[src/rtl/imem_loader_pkg.sv]
// Shared types and constants for the instruction-memory boot loader.
package imem_loader_pkg;

  // Loader FSM states
  typedef enum logic [2:0] {
    S_IDLE   = 3'd0,
    S_LEN_HI = 3'd1,
    S_LEN_LO = 3'd2,
    S_DATA   = 3'd3,
    S_WRITE  = 3'd4,
    S_DONE   = 3'd5,
    S_ERR    = 3'd6
  } state_e;

  // Frame layout: 2-byte big-endian word count, then 4 bytes per word
  localparam int LEN_BYTES      = 2;
  localparam int BYTES_PER_WORD = 4;

endpackage

[src/rtl/imem_word_assembler.sv]
// Packs a byte stream MSB-first into 32-bit words. The byte counter wraps
// every BYTES_PER_WORD bytes; word_ready marks a complete word until cleared.
module imem_word_assembler
  import imem_loader_pkg::*;
(
  input  logic        clk_i,
  input  logic        reset_n_i,
  input  logic        clear_i,
  input  logic        byte_en_i,
  input  logic [7:0]  byte_i,
  output logic [31:0] word_o,
  output logic        last_o,
  output logic        word_ready_o
);

  logic [31:0] word_q, word_d;
  logic [1:0]  cnt_q, cnt_d;
  logic        rdy_q, rdy_d;

  // Next state: clear drops count/flag only; stale word bits are shifted out
  always_comb begin
    word_d = word_q;
    cnt_d  = cnt_q;
    rdy_d  = rdy_q;
    if (clear_i) begin
      cnt_d = '0;
      rdy_d = 1'b0;
    end else if (byte_en_i) begin
      word_d = {word_q[23:0], byte_i};
      cnt_d  = cnt_q + 2'd1;
      rdy_d  = (cnt_q == 2'(BYTES_PER_WORD - 1));
    end
  end

  // Shift register, byte counter and ready flag
  always_ff @(posedge clk_i) begin
    if (!reset_n_i) begin
      word_q <= '0;
      cnt_q  <= '0;
      rdy_q  <= 1'b0;
    end else begin
      word_q <= word_d;
      cnt_q  <= cnt_d;
      rdy_q  <= rdy_d;
    end
  end

  assign word_o       = word_q;
  assign last_o       = (cnt_q == 2'(BYTES_PER_WORD - 1));
  assign word_ready_o = rdy_q;

endmodule

[src/rtl/imem_loader.sv]
// Boot-time instruction memory programmer: receives a length-prefixed
// byte image, writes big-endian words sequentially, and holds the CPU in
// reset until the full image has been written.
module imem_loader
  import imem_loader_pkg::*;
#(
  parameter int DEPTH = 8
) (
  input  logic        clk_i,
  input  logic        reset_n_i,
  input  logic        start_i,
  input  logic [7:0]  rx_data_i,
  input  logic        rx_valid_i,
  output logic        rx_ready_o,
  output logic        imem_we_o,
  output logic [31:0] imem_addr_o,
  output logic [31:0] imem_wdata_o,
  output logic        busy_o,
  output logic        done_o,
  output logic        error_o,
  output logic        cpu_reset_n_o
);

  // Largest legal image, in words; compared in 17 bits so 2**16 fits
  localparam logic [16:0] MAX_WORDS = 17'(2 ** DEPTH);

  state_e           state_q, state_d;
  logic [15:0]      n_q, n_d;
  logic [DEPTH-1:0] k_q, k_d;

  logic        xfer;
  logic        asm_clr;
  logic        asm_en;
  logic        asm_last;
  logic        asm_rdy;
  logic [31:0] asm_word;
  logic [15:0] len_full;
  logic        k_last;

  imem_word_assembler u_asm (
    .clk_i        (clk_i),
    .reset_n_i    (reset_n_i),
    .clear_i      (asm_clr),
    .byte_en_i    (asm_en),
    .byte_i       (rx_data_i),
    .word_o       (asm_word),
    .last_o       (asm_last),
    .word_ready_o (asm_rdy)
  );

  // Moore decode: every output is a function of registered state only
  assign rx_ready_o    = (state_q == S_LEN_HI) || (state_q == S_LEN_LO) || (state_q == S_DATA);
  assign busy_o        = rx_ready_o || (state_q == S_WRITE);
  assign done_o        = (state_q == S_DONE);
  assign error_o       = (state_q == S_ERR);
  assign cpu_reset_n_o = (state_q == S_DONE);
  // word_ready is always set in WRITE; gating on it keeps partial words out
  assign imem_we_o     = (state_q == S_WRITE) && asm_rdy;
  assign imem_addr_o   = 32'({k_q, 2'b00});
  assign imem_wdata_o  = asm_word;

  assign xfer     = rx_valid_i && rx_ready_o;
  assign asm_en   = xfer && (state_q == S_DATA);
  assign len_full = {n_q[15:8], rx_data_i};
  assign k_last   = (17'(k_q) == ({1'b0, n_q} - 17'd1));

  // Next-state logic for the FSM, word count N and word index k
  always_comb begin
    state_d = state_q;
    n_d     = n_q;
    k_d     = k_q;
    asm_clr = 1'b0;
    case (state_q)
      S_IDLE, S_DONE, S_ERR: begin
        if (start_i) begin
          state_d = S_LEN_HI;
          k_d     = '0;
          asm_clr = 1'b1;
        end
      end
      S_LEN_HI: begin
        if (xfer) begin
          n_d[15:8] = rx_data_i;
          state_d   = S_LEN_LO;
        end
      end
      S_LEN_LO: begin
        if (xfer) begin
          n_d[7:0] = rx_data_i;
          if (len_full == 16'd0)                state_d = S_DONE;
          else if ({1'b0, len_full} > MAX_WORDS) state_d = S_ERR;
          else                                   state_d = S_DATA;
        end
      end
      S_DATA: begin
        if (xfer && asm_last) state_d = S_WRITE;
      end
      S_WRITE: begin
        asm_clr = 1'b1;
        if (k_last) begin
          state_d = S_DONE;
        end else begin
          k_d     = k_q + 1'b1;
          state_d = S_DATA;
        end
      end
      default: state_d = S_IDLE;
    endcase
  end

  // State, length and index registers
  always_ff @(posedge clk_i) begin
    if (!reset_n_i) begin
      state_q <= S_IDLE;
      n_q     <= '0;
      k_q     <= '0;
    end else begin
      state_q <= state_d;
      n_q     <= n_d;
      k_q     <= k_d;
    end
  end

endmodule

[config.mk]
export PLATFORM = sky130hd
export DESIGN_NAME = imem_loader
export DESIGN_NICKNAME = d
export VERILOG_FILES = /design/src/rtl/imem_loader_pkg.sv /design/src/rtl/imem_word_assembler.sv /design/src/rtl/imem_loader.sv
export SDC_FILE = /design/constraint.sdc
export NUM_CORES = 1
export LEC_CHECK = 0
export ABC_AREA = 1
export ABC_CLOCK_PERIOD_IN_PS = 4450
export BUFFER_PORTS_ARGS = -buffer_cell sky130_fd_sc_hd__buf_2
export CORE_AREA = 4 4 108 110
export DETAILED_ROUTE_END_ITERATION = 10
export DIE_AREA = 0 0 112 114
export PLACE_DENSITY = 0.52
export SYNTH_ARGS = -nofsm -noshare
export SYNTH_HDL_FRONTEND = slang
export SYNTH_SLANG_ARGS = --single-unit
[constraint.sdc]
create_clock -name clk_i -period 4.45 [get_ports clk_i]
set_input_delay 0.89 -clock clk_i [delete_from_list [all_inputs] [get_ports clk_i]]
set_output_delay 0.89 -clock clk_i [all_outputs]
set_load 0.05 [all_outputs]
Yosys cells after proc, flatten, opt, wreduce, memory -nomap -nowiden
Cells that the tools add are included.
W data, S select, Z words.
{"block": "classes", "addsub": 3, "order_cmp": 1, "n_eq_ne": 13, "muxes": 13, "bitwise_logic": 2, "reduce_logical": 17}
{"cell": "$mux W3", "count": 7}
{"cell": "$eq A8 B17 Y1", "count": 1}
{"cell": "$sub A16 B1 Y17 const B", "count": 1}
{"cell": "$gt A16 B9 Y1 const B", "count": 1}
{"cell": "$logic_not A16 Y1", "count": 1}
{"cell": "$mux W8", "count": 2}
{"cell": "$pmux W8 S2", "count": 1}
{"cell": "$pmux W3 S5", "count": 1}
{"cell": "$eq A3 B3 Y1 const B", "count": 3}
{"cell": "$add A8 B1 Y8 const B", "count": 1}
{"cell": "$ne A2 B2 Y1 const B", "count": 4}
{"cell": "$eq A3 B2 Y1 const B", "count": 2}
{"cell": "$reduce_and A2 Y1", "count": 3}
{"cell": "$logic_and A1 B1 Y1", "count": 4}
{"cell": "$reduce_and A4 Y1", "count": 1}
{"cell": "$eq A3 B1 Y1 const B", "count": 1}
{"cell": "$logic_not A3 Y1", "count": 1}
{"cell": "$logic_or A1 B1 Y1", "count": 3}
{"cell": "$reduce_and A3 Y1", "count": 1}
{"cell": "$reduce_or A3 Y1", "count": 1}
{"cell": "$add A2 B1 Y2 const B", "count": 1}
{"cell": "$eq A2 B2 Y1 const B", "count": 1}
{"cell": "$ne A2 B1 Y1 const B", "count": 1}
{"cell": "$not A1 Y1", "count": 2}
{"cell": "other kinds (4)", "count": 4}
{"block": "totals", "ff_bits": 62, "inputBits": 12, "output_inout_bits": 70}

Depth between registers and ports, before layout
Gate-level depths: netlist of the first run.
{"block": "logic_depth", "depth_word": 7, "ltp_mapped": 17, "ltp_nobuf": 16}

Modules after synthesis
A second synthesis of the first run with hierarchy kept.
{"block": "unflattened", "hier_cells": 626, "hier_area_um2": 3947.5}
{"module": "imem_loader", "n_inst": 1, "cells_each": 404, "area_each_um2": 2457.4}
{"module": "imem_word_assembler", "n_inst": 1, "cells_each": 222, "area_each_um2": 1490.2}

Least setup slack after synthesis of the first run
OpenSTA, ideal clock, no wires.
{"block": "synth_timing", "kind": "flip-flop to output port", "from": "register state_q[0]", "to": "output port done_o", "t_arrival_ns": 1.574, "required_ns": 3.560, "slack_ns": 1.986, "path_stages_with_launch": 6, "path_buffers": 1, "cell_sequence": "dfxtp_1 > inv_1 > nor2_1 > inv_1 > nor2_1 > buf_4"}
{"block": "synth_between", "elab_chain_len": 1}
{"element": "start: declaration", "line": "imem_loader.sv:27", "source": "state_e state_q, state_d;"}
{"element": "start signal: assignment", "line": "imem_loader.sv:118", "source": "state_q <= state_d;"}
{"element": "$eq A3 B3 Y1"}
{"element": "end: declaration", "line": "imem_loader.sv:19", "source": "output logic done_o,"}
No other way between the ends.

Worst setup path after layout of the first run
{"block": "layout_timing", "from": "register state_q[2]", "to": "output port imem_we_o"}
{"block": "layout_between", "elab_chain_len": 2}
{"element": "$eq A3 B3 Y1", "line": "imem_loader.sv:58", "source": "assign imem_we_o = (state_q == S_WRITE) && asm_rdy;"}
{"element": "$logic_and A1 B1 Y1", "line": "imem_loader.sv:58"}
{"element": "end: declaration", "line": "imem_loader.sv:15", "source": "output logic imem_we_o,"}
No other way between the ends.

==> results of run 1 <==
[per-layer routing]
metal  GRT usage, %  routed length [µm]
met5              0                   0
met4           6.25                 257
met3           4.03                 586
met2           22.1                4130
met1           18.1                4230
[logic make-up after synthesis]
family,synth area share (%)
buffers and inverters,12.7
AOI/OAI and AO/OA,13.0
adders and majority gates,1.06
DFF,35.1
and+or+nand+nor,36.3
other,0.106
xor gates and xnor gates,1.73
[worst reg2reg max path, cell delays in order, from the launching register on]
cell      delay, ns
dfxtp_1        0.46
nor3_1         0.15
nand2_1        0.08
buf_4          0.31
clkinv_1       0.83
o21ai_0        0.44
a21oi_1        0.07
[layout make-up]
cell class | count | area (µm²) | area share [%]
sequential | 62 | 1240 | 30.4
multi-input combinational | 399 | 1930 | 47.4
tap | 140 | 175 | 4.30
timing repair buffer | 58 | 293 | 7.18
inverter | 54 | 203 | 4.97
clock buffer | 11 | 151 | 3.71
clock inverter | 5 | 81.3 | 1.99
[flip-flops by register name, indices dropped and copies added (netlist names)]
name and count:
u_asm.word_o 32, u_asm.cnt_q 2, k_q 8, state_q 3
u_asm.word_ready_o 1, n_q 16
[cells in the final DEF (no fill, tap or decap), drive strengths merged, types with 4 or more instances in the layout]
cell type	count
inv	53
nor3	9
xor2	5
nand3	34
clkbuf	11
nor2	68
buf	58
nand2	155
nand3b	4
dfxtp	62
nand4	5
conb	24
a21oi	57
o21ai	26
[where the power goes]
part | switching, W | total (W) | leakage (nW) | internal [W]
Combinational | 0.000819 | 0.00118 | 1.25 | 0.000357
Sequential | 0.0000628 | 0.000670 | 0.501 | 0.000607
Clock | 0.000226 | 0.000572 | 0.116 | 0.000346
Total | 0.00111 | 0.00242 | 1.86 | 0.00131
[path summary, 6_finish.rpt]
check / slack (ns) / start / end
worst max register to register: 1.97 / state_q[2] / u_asm.word_o[5]
worst min register to register: 0.47 / u_asm.word_o[24] / u_asm.word_o[24]
worst min-delay path: 0.47 / u_asm.word_o[24] / u_asm.word_o[24]
worst max-delay path: 1.69 / state_q[2] / imem_we_o
[per-stage QoR]
stage | instances | setup slack [ns] | total power [W] | hold slack (ns) | util, %
2_1_floorplan | 555 | 1.99 | 0.00164 | 0.437 | -
3_3_place_gp | 713 | 1.56 | 0.00186 | 0.453 | 35.9
3_5_place_dp | 713 | 1.55 | 0.00186 | 0.458 | 35.9
4_1_cts | 729 | 1.71 | 0.00244 | 0.471 | 38.1
5_1_grt | 729 | 1.55 | 0.00261 | 0.495 | 38.1
6_report | 729 | 1.69 | 0.00242 | 0.467 | 38.1
==> reports/results.tsv, run 1 <==
metric	value	unit
status	finished clean	
Synth Register Bits	62	
filler instances	1168	
fin nets	599	
CTS Hold Buffers Added	0	
global-route wire length before repair	14.6	mm
post-CTS setup buffers	0	
LEAKAGE	1.86	nW
initial antenna violation count	0	
Worst setup EP type	output pin	
top achievable clock speed	362	MHz
Data required, critical path	3.56	ns
Crit path largest cell delay	0.46	ns
number of stages on the worst setup path	5	
family with the most delay on the worst path	buffers and inverters	
hold depth	2	
setup TNS	0	ns
unrepaired setup endpoints after global routing	false	
Syn-to-layout area delta	15.2	%
die area	12800	µm²
Placed Area	3840	µm²
synth warn	0	
Worst Max-Slew Pin Slew	0.926	ns
share of cells above drive strength 1	19.0	%
pwr dens	593	nW/µm²
Post-DP HPWL	7.10	mm
post-route cell area	4080	µm²
vias per cell	4.57	
Seq/Total Area, Yosys	35.1	%
final number of setup-violating endpoints	0	
largest net degree at the start of global routing	38	
buffers and inverters on the worst path	3	
wire length per cell	12.6	µm
Synth top area share	35.1	%
mapped cell area	3540	µm²
Syn Area/Cell	6.65	µm²
drt drc	0	
Most common cell on crit path	inv_1	
CTS tree	built	
Initial DRT Pass Iterations	4	
final period utilization	62.1	%
Worst EP arrival	1.87	ns
All-Layer GR Usage	14.1	%
number of global-route vias before repair	2999	
clk root buf	clkbuf_8	
Post-synth ARST share	0	%
clk_skew	0.00671	ns
gpl congestion	0.848	
Critical Path Start Type	flip-flop	
# IOs	82	
worst min path class	flip-flop to flip-flop	
Worst Setup Path Type	flip-flop to output pin	
Core ar.	10700	µm²
post-synthesis cell count	532	
CTS buffer count	9	
DR vias	3333	
H-tree levels	3	
number of diodes	0	
Post-synth top cells	144 x nand2_1, 62 x dfxtp_1, 57 x nor2_1	
dominant cells by area after synthesis	dfxtp_1 35%, nand2_1 15%, a21oi_1 7.2%	
total gr overflow	0	
Max Slew Vio Count	0	
Post-DRT Antenna Nets	0	
CTS Buffer Depth	2	
Max Cap Violations	0	
worst reg2reg path depth	6	
Die W	112	µm
clock latency at the later pin of the worst-skew pair	0.34	ns
CTS clk-pin slew, worst paths	0.07	ns
port bufs	57	
die height	114	µm
crit-path cells	inv_1, nor2_4, inv_1, nor2_1, buf_2	
clock sinks	62	
Rel. slew slack	37.9	%
maximum VDD drop	0.224	mV
Detailed Route WL	9.21	mm
Initial Util	33.1	%
Gates resized, CTS repair	0	
most used flip-flop cell after synthesis	dfxtp_1	
final hold violation count	0	
crit path max fanout	8	
Crit-path slowest cell	dfxtp_1	
initial detailed-routing violation count	199	
min Tclk post-route	2.76	ns
post-synth cell types	34	
post-synth top area cell	dfxtp_1	
row cnt	38	
most numerous cell in the Yosys netlist	nand2_1	
EDFF count, synth	0	
(Power assumes the default switching activity.)
==> inputs of run 2 (changes only) <==
--- a/config.mk
+++ b/config.mk
@@ -6,7 +6,7 @@
 export NUM_CORES = 1
 export LEC_CHECK = 0
 export ABC_AREA = 1
-export ABC_CLOCK_PERIOD_IN_PS = 4450
+export ABC_CLOCK_PERIOD_IN_PS = 2900
 export BUFFER_PORTS_ARGS = -buffer_cell sky130_fd_sc_hd__buf_2
 export CORE_AREA = 4 4 108 110
 export DETAILED_ROUTE_END_ITERATION = 10
==> constraint.sdc (replaced) <==
create_clock -name clk_i -period 2.9 [get_ports clk_i]
set_input_delay 0.58 -clock clk_i [delete_from_list [all_inputs] [get_ports clk_i]]
set_output_delay 0.58 -clock clk_i [all_outputs]
set_load 0.05 [all_outputs]
==> run 2 against run 1 <==
Net effect:
- utilization is 0.34 points lower
- clock power is 33% higher
- non-clock buffer count stayed put
- wire length is 2.1% higher
- global-route usage is 0.59 points higher
- combinational power is 53% higher
- highest routed layer unchanged
- via count is 1.7% higher
- sequential share of layout area is 0.27 points higher
- clock-buffer cell count is 1 lower
- first-iteration DRC count is 14% lower
- sequential power is 54% higher
- register-to-register slack worse by 1.3 ns
==> reports/results.tsv, run 2 (synthesis gave the netlist of run 1 again) <==
metric	value	unit
status	finished clean	
worst r2r src	n_q[0]	
crit-path cells	inv_1, nor2_4, inv_1, nor2_1, buf_2	
most common cell after layout, fill and taps aside	nand2_1	
Initial DRT Pass Iterations	4	
Data required, critical path	2.32	ns
number of diodes	0	
filler instances	1151	
Max Cap Violations	0	
Gates resized, CTS repair	0	
wire length per cell	12.9	µm
clock latency at the later pin of the worst-skew pair	0.34	ns
CTS tree	built	
maximum VDD drop	0.390	mV
hold_ws	0.464	ns
unrepaired setup endpoints after global routing	false	
CTS buffer count	9	
Net Switching	0.00172	W
Hold Crit Endpoint	u_asm.word_o[25]	
Worst EP arrival	1.82	ns
Max Slew Vio Count	0	
LEAKAGE	1.85	nW
clock group share of total power	21.2	%
overall power	0.00360	W
Crit path largest cell delay	0.46	ns
min Tclk post-route	2.40	ns
CTS Hold Buffers Added	0	
H-tree levels	3	
DR vias	3389	
post-CTS setup buffers	0	
vias per cell	4.65	
crit path max fanout	8	
max FFs per register	32	
Comb power frac	50.2	%
initial detailed-routing violation count	172	
pwr dens	891	nW/µm²
final number of setup-violating endpoints	0	
Post-DP HPWL	7.25	mm
Crit-path slowest cell	dfxtp_1	
# IOs	82	
top achievable clock speed	416	MHz
final hold violation count	0	
Worst Max-Slew Pin Slew	0.953	ns
Die W	112	µm
CTS clk-pin slew, worst paths	0.07	ns
fin nets	599	
Initial Util	33.1	%
initial antenna violation count	0	
r2r endpoint	k_q[1]	
gpl congestion	0.908	
All-Layer GR Usage	14.7	%
clk root buf	clkbuf_8	
clock sinks	62	
number of global-route vias before repair	3179	
worst min path class	flip-flop to flip-flop	
row cnt	38	
worst reg2reg path depth	15	
CTS Buffer Depth	2	
largest net degree at the start of global routing	38	
die height	114	µm
Core ar.	10700	µm²
Critical Path Start Type	flip-flop	
HP Start	u_asm.word_o[25]	
most frequent cells in the layout	144 x nand2_1, 62 x dfxtp_1, 57 x nor2_1, 57 x buf_2, 51 x a21oi_1	
multi-input logic area	1930	µm²
Syn-to-layout area delta	14.2	%
Seq pwr share	28.6	%
register area	1240	µm²
clk_skew	0.0105	ns
Worst setup EP type	output pin	
final period utilization	82.8	%
Rel. slew slack	36.1	%
drt drc	0	
switching share of power	47.8	%
total gr overflow	0	
die area	12800	µm²
Worst Setup Path Type	flip-flop to output pin	
share of cells above drive strength 1	18.8	%
hold depth	2	
Detailed Route WL	9.41	mm
post-route cell area	4040	µm²
setup TNS	0	ns
internal power	0.00188	W
Post-DRT Antenna Nets	0	
port bufs	57	
global-route wire length before repair	15.3	mm
Most common cell on crit path	inv_1	
flop2flop setup slack	0.63	ns
Placed Area	3840	µm²
run 2: stage by stage:
stage / setup slack (ns) / utilization [%] / instances
3_5_place_dp: 0.642 / 35.9 / 713
4_1_cts: 0.468 / 37.8 / 729
6_report: 0.499 / 37.8 / 729
2_1_floorplan: 0.746 / - / 555
5_1_grt: 0.374 / 37.8 / 729
3_3_place_gp: 0.704 / 35.9 / 713
run 2: final cells by class:
cell class                      count  share of cell area [%]
Clock buffer                       10                    3.16
Clock inverter                      6                    1.70
Inverter                           54                    5.02
Multi-Input combinational cell    399                    47.8
Sequential cell                    62                    30.7
Tap cell                          140                    4.33
Timing Repair Buffer               58                    7.24
run 2: worst max-delay path, delay by kind of cell, from the launching register on:
kind,cells,cell delay [ns]
flip-flops,1,0.46
buffers and inverters,3,0.59
AND/OR/NAND/NOR,2,0.43
run 2: layer usage:
layer  share of wire (%)  up-vias  track usage [%]
met1                  46     1535             19.0
li1                    -     1749                -
met2                  47       91             23.6
met3                 4.8       14             3.55
met5                   0        -                0
met4                 2.5        0             6.01
run 2: how the worst max path moves through the flow:
stage,startpoint,end,slack [ns],cells after the start
after floorplan,state_q[0],done_o,0.75,5
after global placement,rx_valid_i,u_asm.word_o[4],0.70,5
after detailed placement,rx_valid_i,u_asm.word_o[5],0.64,5
after CTS,state_q[2],imem_we_o,0.47,5
after global routing,n_q[0],k_q[1],0.37,15
final,state_q[2],imem_we_o,0.50,5
run 2: power by group through the flow:
stage / combinational, W / clock, W / sequential (W)
2_1_floorplan: 0.00144 / 0 / 0.00109
3_3_place_gp: 0.00180 / 0 / 0.00105
3_5_place_dp: 0.00182 / 0 / 0.00105
4_1_cts: 0.00182 / 0.000792 / 0.00103
5_1_grt: 0.00205 / 0.000838 / 0.00105
6_report: 0.00181 / 0.000763 / 0.00103
==> inputs of run 3 (changes only) <==
--- a/config.mk
+++ b/config.mk
@@ -6,12 +6,12 @@
 export NUM_CORES = 1
 export LEC_CHECK = 0
 export ABC_AREA = 1
-export ABC_CLOCK_PERIOD_IN_PS = 2900
+export ABC_CLOCK_PERIOD_IN_PS = 2100
 export BUFFER_PORTS_ARGS = -buffer_cell sky130_fd_sc_hd__buf_2
 export CORE_AREA = 4 4 108 110
 export DETAILED_ROUTE_END_ITERATION = 10
 export DIE_AREA = 0 0 112 114
-export PLACE_DENSITY = 0.52
+export PLACE_DENSITY = 0.54
 export SYNTH_ARGS = -nofsm -noshare
 export SYNTH_HDL_FRONTEND = slang
 export SYNTH_SLANG_ARGS = --single-unit
==> constraint.sdc (replaced) <==
create_clock -name clk_i -period 2.1 [get_ports clk_i]
set_input_delay 0.42 -clock clk_i [delete_from_list [all_inputs] [get_ports clk_i]]
set_output_delay 0.42 -clock clk_i [all_outputs]
set_load 0.05 [all_outputs]
==> run 3 against run 2 <==
Net effect:
- clock skew fell by 0.0016 ns
- sequential power rose by 40%
- wire length rose by 4.6%
- worst setup slack got worse by 0.37 ns
- critical path type is now flip-flop to flip-flop
==> reports/results.tsv, run 3 (synthesis gave the netlist of run 1 again) <==
metric	value	unit
status	finished clean	
Post-DP HPWL	7.46	mm
All-Layer GR Usage	15.3	%
Worst setup EP type	flip-flop	
H-tree levels	3	
worst min path class	primary input to flip-flop	
clock latency at the later pin of the worst-skew pair	0.34	ns
CTS Hold Buffers Added	0	
Comb power frac	53.1	%
worst r2r src	n_q[12]	
CTS clk-pin slew, worst paths	0.08	ns
HP Start	rx_data_i[2]	
switching share of power	48.4	%
gpl congestion	0.843	
maximum VDD drop	0.396	mV
clock group share of total power	18.5	%
Worst Setup Path Type	flip-flop to flip-flop	
Critical Path Start	n_q[12]	
Die W	112	µm
clk root buf	clkbuf_8	
share of cells above drive strength 1	24.4	%
final number of setup-violating endpoints	0	
fin nets	617	
Core ar.	10700	µm²
max FFs per register	32	
Data required, critical path	2.33	ns
Initial Util	33.1	%
pwr dens	1200	nW/µm²
clk_skew	0.00889	ns
Syn-to-layout area delta	19.6	%
number of diodes	0	
die area	12800	µm²
Post-DRT Antenna Nets	0	
Critical Path Start Type	flip-flop	
total gr overflow	0	
min Tclk post-route	1.97	ns
clock sinks	62	
crit path max fanout	7	
post-route cell area	4230	µm²
port bufs	57	
initial antenna violation count	0	
Initial DRT Pass Iterations	4	
most common cell after layout, fill and taps aside	nand2_1	
wire length per cell	13.2	µm
DR vias	3491	
die height	114	µm
Placed Area	3940	µm²
initial detailed-routing violation count	136	
unrepaired setup endpoints after global routing	true	
internal power	0.00262	W
LEAKAGE	1.94	nW
Seq pwr share	28.4	%
multi-input logic area	1990	µm²
drt drc	0	
row cnt	38	
number of global-route vias before repair	3348	
global-route wire length before repair	16.0	mm
vias per cell	4.67	
largest net degree at the start of global routing	35	
final hold violation count	0	
most frequent cells in the layout	143 x nand2_1, 56 x buf_2, 55 x dfxtp_1	
Max Cap Violations	0	
Net Switching	0.00246	W
top achievable clock speed	507	MHz
Detailed Route WL	9.84	mm
hold_ws	0.370	ns
final period utilization	93.9	%
CTS buffer count	9	
Worst EP arrival	2.21	ns
Max Slew Vio Count	0	
CTS Buffer Depth	2	
CTS tree	built	
# IOs	82	
register area	1250	µm²
filler instances	1136	
## run 3: cell count changes in the layout (fill, tap and decap cells not counted), moves of 2 or more
cell	change
buf_4	+15
dfxtp_1	-7
dfxtp_2	+7
nor2_1	-7
nor2_2	+5
buf_6	+2
clkinv_2	+2
clkinv_4	+2
inv_1	-2
nor2_4	+2
## run 3: worst max-delay path, stage by stage, from the launching register on
cell and delay [ns]:
dfxtp_1 0.34, nor2_1 0.26, nand2_1 0.09, nor2_1 0.13, nand2_1 0.07, nand2_1 0.10
nand2_1 0.06, inv_1 0.06, nand3_2 0.10, nor2_4 0.18, nand3_4 0.17, nand2_8 0.15
inv_4 0.04, nor2_1 0.07, nor2_1 0.04
## run 3: area by class of cell
type                            instances  area share, %
Multi-Input combinational cell        400           46.9
Inverter                               54           4.85
Sequential cell                        62           29.5
Clock buffer                            9           2.93
Timing Repair Buffer                   75           10.5
Tap cell                              140           4.14
Clock inverter                          7           1.18
## run 3: path summary, 6_finish.rpt
| check | end | slack, ns | cells after the start |
|---|---|---|---|
| setup / recovery | k_q[0] | 0.13 | 14 |
| setup reg to reg | k_q[0] | 0.13 | 14 |
| hold / removal | u_asm.word_o[2] | 0.37 | 3 |
| hold reg to reg | u_asm.cnt_q[1] | 0.47 | 2 |
## run 3: power groups by stage
stage	clock (W)	sequential, W	combinational [W]
finish	0.000941	0.00144	0.00269
global route	0.00103	0.00146	0.00303
CTS	0.000974	0.00142	0.00259
detailed placement	0	0.00145	0.00258
global placement	0	0.00145	0.00257
floorplan	0	0.00150	0.00199
## run 3: metrics by stage
step	TNS, ns	power (W)	utilization, %	worst slack [ns]	instances
final	0	0.00508	39.6	0.128	747
after CTS	0	0.00499	38.4	0.00873	739
after detailed placement	0	0.00403	36.8	0.0234	723
after global routing	-0.0358	0.00552	39.6	-0.0204	747
after global placement	0	0.00402	36.8	0.0778	723
after floorplan	0	0.00349	-	0.106	555
## run 3: repair_timing
item	in CTS	in global routing
pin swaps	0	13
endpoints found under the hold margin	0	0
setup buffers	0	7
endpoints found under the setup margin	1	11
gates resized for setup	1	23
gates cloned	0	1
## run 3: metal layers
metal / part of all wire [%] / routed length [µm] / track usage (%)
met1: 45 / 4460 / 19.1
met2: 49 / 4790 / 25.8
met3: 5.4 / 536 / 3.61
met4: 0.50 / 49 / 5.45
met5: 0 / 0 / 0
